==> config.mk <==
export PLATFORM = sky130hd
export DESIGN_NAME = prewish5k_mask_scheduler
export DESIGN_NICKNAME = d
export VERILOG_FILES = /design/src/rtl/prewish5k_pkg.sv /design/src/rtl/prewish5k_mask_ring.sv /design/src/rtl/prewish5k_mask_scheduler.sv
export SDC_FILE = /design/constraint.sdc
export NUM_CORES = 1
export LEC_CHECK = 0
export ABC_AREA = 1
export CORE_AREA = 8 8 96 98
export DETAILED_ROUTE_END_ITERATION = 12
export DIE_AREA = 0 0 104 106
export PLACE_DENSITY = 0.81
export SLEW_MARGIN = 0
export SYNTH_ARGS = -nofsm -noshare
export SYNTH_HDL_FRONTEND = slang
export SYNTH_HIERARCHICAL = 1
export SYNTH_SLANG_ARGS = --single-unit
export TNS_END_PERCENT = 10
==> constraint.sdc <==
create_clock -name CLK_I -period 2.5 [get_ports CLK_I]
set_clock_uncertainty 0.05 [all_clocks]
set_input_delay 0.5 -clock CLK_I [delete_from_list [all_inputs] [get_ports CLK_I]]
set_output_delay 0.5 -clock CLK_I [all_outputs]
set_load 0.01 [all_outputs]
==> src/rtl/prewish5k_pkg.sv <==
`default_nettype none
// ============================================================================
// Module      : prewish5k_pkg
// Description : Shared types and constants for the prewish5k mask scheduler.
//               Holds the scheduler state encoding, the mask width and the
//               default ring depth and dwell widths.
// Revision    : 1.0 - initial release
// ============================================================================
package prewish5k_pkg;

  localparam int MASK_W             = 8;
  localparam int DEFAULT_DEPTH_BITS = 2;
  localparam int DEFAULT_DWELL_BITS = 26;

  typedef enum logic [1:0] {
    ST_IDLE    = 2'd0,
    ST_PRESENT = 2'd1,
    ST_DWELL   = 2'd2
  } sched_state_t;

endpackage : prewish5k_pkg
`default_nettype wire

==> src/rtl/prewish5k_mask_ring.sv <==
`default_nettype none
// ============================================================================
// Module      : prewish5k_mask_ring
// Description : Ring storage of user-loaded blink masks with write pointer and
//               occupancy count. Loads into a full ring are dropped and
//               reported with a one-cycle overflow pulse. Clear has priority
//               over a simultaneous load.
// Ports       : clk, rst        - clock, asynchronous active-high reset
//               i_load          - write i_wdata at the write pointer
//               i_clear         - empty the ring (count and pointer to zero)
//               i_wdata         - mask to store
//               i_rd_idx        - combinational read address
//               o_rd_data       - ring[i_rd_idx]
//               o_count         - number of stored masks (registered)
//               o_overflow      - registered pulse for a dropped load
// Revision    : 1.0 - initial release
// ============================================================================
module prewish5k_mask_ring
  import prewish5k_pkg::*;
#(
  parameter int DEPTH_BITS = DEFAULT_DEPTH_BITS
) (
  input  logic                  clk,
  input  logic                  rst,
  input  logic                  i_load,
  input  logic                  i_clear,
  input  logic [MASK_W-1:0]     i_wdata,
  input  logic [DEPTH_BITS-1:0] i_rd_idx,
  output logic [MASK_W-1:0]     o_rd_data,
  output logic [DEPTH_BITS:0]   o_count,
  output logic                  o_overflow
);

  localparam int DEPTH = 1 << DEPTH_BITS;
  localparam logic [DEPTH_BITS:0] FULL_COUNT = {1'b1, {DEPTH_BITS{1'b0}}};

  logic [MASK_W-1:0]     ring_q [DEPTH];
  logic [MASK_W-1:0]     ring_d [DEPTH];
  logic [DEPTH_BITS-1:0] wr_ptr_q, wr_ptr_d;
  logic [DEPTH_BITS:0]   count_q, count_d;
  logic                  overflow_q, overflow_d;
  logic                  w_full;

  assign w_full = (count_q == FULL_COUNT);

  always_comb begin
    ring_d     = ring_q;
    wr_ptr_d   = wr_ptr_q;
    count_d    = count_q;
    overflow_d = 1'b0;
    if (i_clear) begin
      // Clear wins over a same-edge load; the load is silently discarded.
      wr_ptr_d = '0;
      count_d  = '0;
    end else if (i_load) begin
      if (w_full) begin
        overflow_d = 1'b1;
      end else begin
        ring_d[wr_ptr_q] = i_wdata;
        wr_ptr_d         = wr_ptr_q + 1'b1;
        count_d          = count_q + 1'b1;
      end
    end
  end

  always_ff @(posedge clk or posedge rst) begin
    if (rst) begin
      wr_ptr_q   <= '0;
      count_q    <= '0;
      overflow_q <= 1'b0;
    end else begin
      wr_ptr_q   <= wr_ptr_d;
      count_q    <= count_d;
      overflow_q <= overflow_d;
    end
  end

  // Contents are don't-care after reset, so the storage carries no reset.
  always_ff @(posedge clk) begin
    ring_q <= ring_d;
  end

  assign o_rd_data  = ring_q[i_rd_idx];
  assign o_count    = count_q;
  assign o_overflow = overflow_q;

endmodule : prewish5k_mask_ring
`default_nettype wire

==> src/rtl/prewish5k_mask_scheduler.sv <==
`default_nettype none
// ============================================================================
// Module      : prewish5k_mask_scheduler
// Description : Rotates through the stored blink masks and presents each one
//               to the blinky over a STB_O/ACK_I handshake, holding it for
//               2^DWELL_BITS cycles after acknowledge before moving on.
// Ports       : CLK_I, RST_I    - clock, asynchronous active-high reset
//               i_load, i_clear - button load pulse, ring clear pulse
//               i_mask_n        - active-low DIP mask (stored inverted)
//               STB_O, DAT_O    - mask strobe and data to the blinky
//               ACK_I           - blinky acceptance of DAT_O
//               o_count         - number of stored masks
//               o_cur_idx       - ring index of the current/last mask
//               o_overflow      - pulse when a load hits a full ring
// Revision    : 1.0 - initial release
// ============================================================================
module prewish5k_mask_scheduler
  import prewish5k_pkg::*;
#(
  parameter int DEPTH_BITS = DEFAULT_DEPTH_BITS,
  parameter int DWELL_BITS = DEFAULT_DWELL_BITS
) (
  input  logic                  CLK_I,
  input  logic                  RST_I,
  input  logic                  i_load,
  input  logic                  i_clear,
  input  logic [MASK_W-1:0]     i_mask_n,
  output logic                  STB_O,
  output logic [MASK_W-1:0]     DAT_O,
  input  logic                  ACK_I,
  output logic [DEPTH_BITS:0]   o_count,
  output logic [DEPTH_BITS-1:0] o_cur_idx,
  output logic                  o_overflow
);

  sched_state_t          state_q, state_d;
  logic [DEPTH_BITS-1:0] idx_q, idx_d;
  logic [DWELL_BITS-1:0] dwell_q, dwell_d;
  logic                  stb_q, stb_d;
  logic [MASK_W-1:0]     dat_q, dat_d;
  logic                  armed_q, armed_d;

  logic                  w_load;
  logic                  w_clear;
  logic                  w_ack;
  logic [MASK_W-1:0]     w_rd_data;
  logic [DEPTH_BITS:0]   w_count;
  logic [DEPTH_BITS:0]   w_idx_inc;
  logic [DEPTH_BITS-1:0] w_idx_adv;

  // The first edge after reset release only arms the block; every input is
  // ignored on that edge.
  assign armed_d = 1'b1;
  assign w_load  = i_load  & armed_q;
  assign w_clear = i_clear & armed_q;
  assign w_ack   = ACK_I   & armed_q;

  prewish5k_mask_ring #(
    .DEPTH_BITS (DEPTH_BITS)
  ) u_ring (
    .clk        (CLK_I),
    .rst        (RST_I),
    .i_load     (w_load),
    .i_clear    (w_clear),
    .i_wdata    (~i_mask_n),
    .i_rd_idx   (idx_d),
    .o_rd_data  (w_rd_data),
    .o_count    (w_count),
    .o_overflow (o_overflow)
  );

  // Wrap against the live count (one bit wider than idx) so masks appended
  // mid-rotation join at the next advance and idx never lands on an
  // unwritten entry.
  assign w_idx_inc = {1'b0, idx_q} + 1'b1;
  assign w_idx_adv = (w_idx_inc >= w_count) ? '0 : w_idx_inc[DEPTH_BITS-1:0];

  // State register
  always_ff @(posedge CLK_I or posedge RST_I) begin
    if (RST_I) begin
      state_q <= ST_IDLE;
      idx_q   <= '0;
      dwell_q <= '0;
      stb_q   <= 1'b0;
      dat_q   <= '0;
      armed_q <= 1'b0;
    end else begin
      state_q <= state_d;
      idx_q   <= idx_d;
      dwell_q <= dwell_d;
      stb_q   <= stb_d;
      dat_q   <= dat_d;
      armed_q <= armed_d;
    end
  end

  // Next-state logic
  always_comb begin
    state_d = state_q;
    idx_d   = idx_q;
    dwell_d = dwell_q;
    if (w_clear) begin
      state_d = ST_IDLE;
      idx_d   = '0;
      dwell_d = '0;
    end else begin
      unique case (state_q)
        ST_IDLE: begin
          // Registered count is non-zero one edge after the first load.
          if (w_count != '0) begin
            state_d = ST_PRESENT;
            idx_d   = '0;
          end
        end
        ST_PRESENT: begin
          if (w_ack) begin
            state_d = ST_DWELL;
            dwell_d = '0;
          end
        end
        ST_DWELL: begin
          dwell_d = dwell_q + 1'b1;
          if (dwell_q == '1) begin
            state_d = ST_PRESENT;
            idx_d   = w_idx_adv;
          end
        end
        default: begin
          state_d = ST_IDLE;
          idx_d   = '0;
          dwell_d = '0;
        end
      endcase
    end
  end

  // Output logic: outputs are registered from the next state, and DAT_O is
  // captured only on entry to PRESENT so it stays stable until acknowledged.
  always_comb begin
    stb_d = (state_d == ST_PRESENT);
    dat_d = dat_q;
    if ((state_d == ST_PRESENT) && (state_q != ST_PRESENT)) begin
      dat_d = w_rd_data;
    end
  end

  assign STB_O     = stb_q;
  assign DAT_O     = dat_q;
  assign o_count   = w_count;
  assign o_cur_idx = idx_q;

endmodule : prewish5k_mask_scheduler
`default_nettype wire
; Yosys cells after proc, flatten, opt, wreduce, memory -nomap -nowiden
; Cells that the tools add are included.
[word_totals]
register_bits = 78
input_bits = 13
word_cells = 74
[op_classes]
add_sub_neg = 4
n_lt_le_gt_ge = 4
n_eq_ne = 9
n_mux = 28
n_bitwise = 8
reduce_logical = 8
[op_table]
columns = operator, count
row1 = 26-bit case mux with 3 select lines, 1
row2 = 26-bit two-way mux, 2
row3 = 32-bit bitwise mux, 1
row4 = "26-bit by 1-bit adder with 26-bit output, second input constant", 1
row5 = "26-bit equality test, second input constant", 1
row6 = 8-bit two-way mux, 3
row7 = 2-bit two-way mux, 11
row8 = 8-bit binary-select mux with 2-bit select, 1
row9 = 8-bit demux with 2-bit select, 1
row10 = 2-bit case mux with 3 select lines, 2
row11 = 3-bit two-way mux, 3
row12 = 8-bit NOT, 1
row13 = "3-bit >= comparator, second input constant", 2
row14 = "2-bit by 1-bit inequality test with 1-bit output, second input constant", 3
row15 = 2-bit NOT with 3-bit output, 2
row16 = "2-bit by 1-bit equality test with 1-bit output, second input constant", 2
row17 = 2-bit AND reduction, 2
row18 = "2-bit by 1-bit adder with 3-bit output, second input constant", 1
row19 = "3-bit by 1-bit adder with 3-bit output, second input constant", 1
row20 = 1-bit AND, 3
row21 = "3-bit equality test, second input constant", 1
row22 = 3-bit >= comparator, 1
row23 = "3-bit by 1-bit less-than comparator with 1-bit output, second input constant", 1
row24 = 1-bit two-way mux, 3
row25 = other kinds (9), 11

; Longest topological paths before layout
[logic_depth]
ltp_word = 10
ltp_mapped = 17

; Cells and area by module
; Netlist, hierarchy kept.
[by_module_without_submodules]
columns = module, n_inst, cells_each, area_each_um2, seq_area_each_um2
row1 = prewish5k_mask_scheduler, 1, 318, 2412.3, 1001.0
row2 = prewish5k_mask_ring, 1, 170, 1730.4, 1111.1

; Worst setup path before layout
; OpenSTA, ideal clock, no wires.
[synth_path]
path_type = flip-flop to flip-flop
start = reg idx_q[0] (netlist: o_cur_idx[0])
end = reg dat_q[5] (netlist: DAT_O[5])
arrival_time_ns = 2.190
required_ns = 2.332
path_slack_ns = 0.142
stages_incl_launch_ff = 13
path_buffers = 1
period_less_slack_ns = 2.358
cell_sequence = dfrtp_1 -> ha_1 -> ha_1 -> a21o_1 -> a21oi_1 -> a21oi_1 -> nor2_1 -> buf_4 -> nand2_1 -> nand3_1 -> nand2_1 -> nand4_1 -> nand2_1
[synth_via]
elab_chain_cells = 10
[synth_rtl]
columns = item, line_no
row1 = start: declaration, prewish5k_mask_scheduler.sv:37  ; logic [DEPTH_BITS-1:0] idx_q, idx_d;
row2 = start signal: assignment, prewish5k_mask_scheduler.sv:89  ; idx_q <= idx_d;
row3 = 2-bit by 1-bit adder with 3-bit output, prewish5k_mask_scheduler.sv:75  ; assign w_idx_inc = {1'b0, idx_q} + 1'b1;
row4 = 3-bit >= comparator, prewish5k_mask_scheduler.sv:76  ; assign w_idx_adv = (w_idx_inc >= w_count) ? '0 : w_idx_inc[DEPTH_BITS-1:0];
row5 = 2-bit two-way mux, prewish5k_mask_scheduler.sv:76
row6 = 2-bit two-way mux, prewish5k_mask_scheduler.sv:123  ; if (dwell_q == '1) begin
row7 = 2-bit case mux with 3 select lines *, prewish5k_mask_scheduler.sv:107  ; unique case (state_q)
row8 = 2-bit two-way mux *, prewish5k_mask_scheduler.sv:102  ; if (w_clear) begin
row9 = named net idx_d[0], prewish5k_mask_scheduler.sv:37
row10 = 2-bit NOT with 3-bit output (not written as such) *, prewish5k_mask_ring.sv:83  ; assign o_rd_data = ring_q[i_rd_idx];
row11 = 8-bit binary-select mux with 2-bit select *, prewish5k_mask_ring.sv:83
row12 = 8-bit two-way mux (not written as such) * (2 in a row), prewish5k_mask_ring.sv:83
row13 = named net w_rd_data[5], prewish5k_mask_scheduler.sv:46  ; logic [MASK_W-1:0] w_rd_data;
row14 = end signal: assignment, prewish5k_mask_scheduler.sv:92  ; dat_q <= dat_d;
row15 = end: declaration, prewish5k_mask_scheduler.sv:40  ; logic [MASK_W-1:0] dat_q, dat_d;
; The timed path passes the listed nets; every way through them passes the cells marked *. The select of a mux whose other input is x is not followed.
; A chain may end at the register's enable or synchronous reset.

; Worst setup path after layout
[layout_path]
start = reg dwell_q[0]
end = reg dat_q[3] (netlist: DAT_O[3])
[layout_via]
elab_chain_cells = 8
[layout_rtl]
columns = item, line_no
row1 = start: declaration, prewish5k_mask_scheduler.sv:38  ; logic [DWELL_BITS-1:0] dwell_q, dwell_d;
row2 = start signal: assignment, prewish5k_mask_scheduler.sv:90  ; dwell_q <= dwell_d;
row3 = 26-bit equality test, prewish5k_mask_scheduler.sv:123
row4 = 2-bit two-way mux, prewish5k_mask_scheduler.sv:123
row5 = 2-bit case mux with 3 select lines, prewish5k_mask_scheduler.sv:107
row6 = 2-bit two-way mux, prewish5k_mask_scheduler.sv:102
row7 = named net idx_d[0], prewish5k_mask_scheduler.sv:37
row8 = 2-bit NOT with 3-bit output (not written as such), prewish5k_mask_ring.sv:83
row9 = 8-bit binary-select mux with 2-bit select, prewish5k_mask_ring.sv:83
row10 = 8-bit two-way mux (not written as such) (2 in a row), prewish5k_mask_ring.sv:83
row11 = named net w_rd_data[3], prewish5k_mask_scheduler.sv:46
; The timed path passes the listed nets, and every way through them passes these cells. The select of a mux whose other input is x is not followed.

==> impl_results.md <==
- Status: finished, violations left
- Failing checks: negative setup slack
- RSZ-0062 raised after global routing: yes
- H-tree depth reported by CTS: 3
- Number of warnings issued by yosys: 6
- Top area cells in the synthesized netlist: sky130_fd_sc_hd__dfrtp_1 (28%), sky130_fd_sc_hd__edfxtp_1 (23%), sky130_fd_sc_hd__nand2_1 (11%)
- Effective utilization at floorplan: 52.8%
- Area growth from synthesis to layout: 21.5%
- Sequential power share: 44.7%
- Fmax: 394 MHz
- Fraction of registers with async set or reset after synthesis: 59.0%
- Power per cell area: 688 nW/um^2
- Number of failing setup endpoints in the final timing report: 2
- Data required time of the worst path: 2700 ps
- Worst min-delay path class: primary input to asynchronous set/reset pin
- Die width: 104 um
- Proportion of synthesized area in mux cells: 0%
- Proportion of layout cells with a drive suffix above 1: 15.5%
- Design internal power: 2.37 mW
- Layout net count: 566
- Number of hold-slack violations in the final timing report: 0
- Via count: 3568
- Net switching fraction of the power: 31.6%
- Fraction of synthesized cell area in xor and xnor cells: 0.634%
- Minimum clock period: 2540 ps
- Critical path launch point type: flop
- R2R Setup Slk: -40 ps
- Proportion of power drawn by the clock network: 31.7%
- Die area: 11000 sq um
- Top-Level Pins: 28
- DRT iter0 DRCs: 231
- Simple-gate share of the synthesized area: 30.8%
- Number of input and output port buffers inserted: 27
- Startpoint-to-endpoint class of the critical path: flop to flop
- Antenna violations before repair: 0
- Final weighted congestion in routability-driven placement: 0.930
- Dominant delay contributor by cell family on the critical path: simple AND/OR/NAND/NOR gates
- Max_slew headroom: 65.9%
- Drt via density: 5.47
- Cell-by-cell listing of the critical path: ha_2, nand2_2, nor2_4, nand2_4, nor2_8, nand2_4, nand2_2, nand2_2, o21bai_4, nor2_4, buf_12, or2_2, nand3_2, nand2_1, nand4_1, nand2_1
- Top cell by count, worst path: sky130_fd_sc_hd__nand2_2
- Worst setup margin: -38.9 ps
- Largest voltage drop on the vdd net: 0.000414 V
- Average size of a mapped cell: 8.49 sq um
- Worst-Skew Late Latency: 360 ps
- Cell area after technology mapping: 4140 sq um
- Top FF cell, synth: sky130_fd_sc_hd__dfrtp_1
- Die boundary height: 106 um
- Gr usage total: 17.0%
- Commonest cells after routing, fill and taps aside: sky130_fd_sc_hd__nand2_1 (118), sky130_fd_sc_hd__inv_1 (77), sky130_fd_sc_hd__dfrtp_1 (46)
- Nets in the synthesized netlist: 512
- Residual overflow from global routing: 0
- Critical Path End Type: flop
- DRC violations left: 0
- Global-route wire length before repair: 15500 um
- Post-synth EDFFs: 32
- Largest net degree at the start of global routing: 41
- Post-route clock period utilization: 102%
- Clock buffer depth: 2
- Largest family of logic cells by synthesized area: simple AND/OR/NAND/NOR gates
- Share of power burned in combinational logic: 23.6%
- Sequential-to-total area share from yosys stat: 51.0%
- Total net switching power: 1.10 mW
- R2R cell count: 16
- Total routed wirelength: 10000 um
- Crit-path slowest cell: sky130_fd_sc_hd__dfrtp_1
- DR pass1 iterations: 5
- Cell Rows: 33
- Max FO, Critical Path: 7
- Number of synthesized register bits: 78
- Library cell with the largest summed area after synthesis: sky130_fd_sc_hd__dfrtp_1
- Post-placement cell count: 627
- ANT nets after route: 0
- Most common cell after layout, fill and taps aside: sky130_fd_sc_hd__nand2_1
- MaxCap Viol Count: 0
- Smallest hold slack: 331 ps
- Number of slew-limit violations in the final report: 0
- Fill count: 619
- Adder and majority gate portion of the synthesized area: 3.32%
- CTS clk-pin slew, worst paths: 90 ps
- Count of cell types in the netlist: 45
- Synthesized-area fraction occupied by ao, oa, aoi and oai cells: 5.38%
- Hold buffer count at cts: 0
- Maximum single-stage delay on the critical path: 400 ps
- Cells after Synth: 488
- Share of the synthesized area in the top cell type: 27.8%
- Total clock buffers created by CTS: 9
- CTS Root Buffer Type: sky130_fd_sc_hd__clkbuf_8
- HPWL Detailed: 6400 um
- Non-filler instance count after layout: 652
- Slew @ Worst Pin: 510 ps
- Floorplan Core Area: 7850 sq um
- Buf/Inv on CP: 1
- Via count of the first global-routing pass: 3395
- Leakage component of the power: 2.31 nW
- Aggregate negative setup slack: -71.2 ps
- TritonCTS clock tree: done
- Crit path DAT: 2740 ps
- Routed WL per cell: 15.4 um
- Crit path depth: 16
- Total inserted antenna cells: 0
- Clock tree sinks: 78
registers in the layout (all words and copies together) (netlist names):
name	cells
u_ring/wr_ptr_q	2
state_q	2
DAT_O	8
STB_O	1
u_ring/o_count	3
u_ring/ring_q	32
u_ring/o_overflow	1
o_cur_idx	2
armed_q	1
dwell_q	26
routing by layer:
layer  wire (um)  vias up  global-route usage, %
met1        3970     1708                   19.6
met3         539       39                   3.39
met5           0        -                      0
met4         322        0                   6.72
li1            -     1683                      -
met2        5190      138                   30.5
synthesized netlist by cell type, drive strengths merged, types with 3 or more instances:
cell / number
nor3: 12
a21oi: 18
nor2: 47
nand2: 129
ha: 11
o21ai: 12
nand4: 20
dfrtp: 46
inv: 82
nand3: 43
xor2: 3
clkinv: 3
buf: 6
edfxtp: 32
or2: 8
layout make-up:
type / count / area, sq um / share of cell area (%)
Clock buffer: 9 / 124 / 2.46
Clock inverter: 7 / 105 / 2.09
Inverter: 85 / 322 / 6.39
Multi-Input combinational cell: 318 / 1740 / 34.6
Sequential cell: 78 / 2110 / 42.0
Tap cell: 105 / 131 / 2.61
Timing Repair Buffer: 50 / 498 / 9.89
path summary, 6_finish.rpt:
path,startpoint,endpoint
min,RST_I,u_ring/wr_ptr_q[1]
max,dwell_q[0],DAT_O[3]
max reg2reg,dwell_q[0],DAT_O[3]
min in group CLK_I,DAT_O[4],DAT_O[4]
max in group asynchronous,RST_I,dwell_q[7]
min reg2reg,DAT_O[4],DAT_O[4]
power groups by stage:
stage | clock [mW] | combinational, mW | sequential (mW)
floorplan | 0 | 0.440 | 1.58
global placement | 0 | 0.756 | 1.57
detailed placement | 0 | 0.777 | 1.57
CTS | 1.11 | 0.779 | 1.55
global route | 1.16 | 0.904 | 1.56
finish | 1.10 | 0.817 | 1.55
cell families (layout without fill, tap and decap cells):
group | Yosys count | in the layout
buffers and inverters | 92 | 151
other | 1 | 1
AND/OR/NAND/NOR | 264 | 264
adder cells (fa/ha/maj) | 11 | 11
XOR/XNOR | 3 | 3
flip-flops | 78 | 78
AO/OA/AOI/OAI | 39 | 39
timing repair:
item                       in CTS  in global routing
setup endpoints to repair       0                  8
buffers inserted                0                  6
gates resized for setup         0                 18
through the flow:
| step | area (sq um) | util (%) | power [mW] | setup slack, ps |
|---|---|---|---|---|
| final | 5030 | 64.2 | 3.46 | -38.9 |
| after floorplan | 4140 | - | 2.02 | 142 |
| after global routing | 5030 | 64.2 | 3.62 | -105 |
| after CTS | 4840 | 61.8 | 3.44 | 17.1 |
| after detailed placement | 4620 | 58.8 | 2.35 | 72.4 |
| after global placement | 4620 | 58.8 | 2.32 | 150 |
No activity file was read; power rests on OpenSTA's default activity.
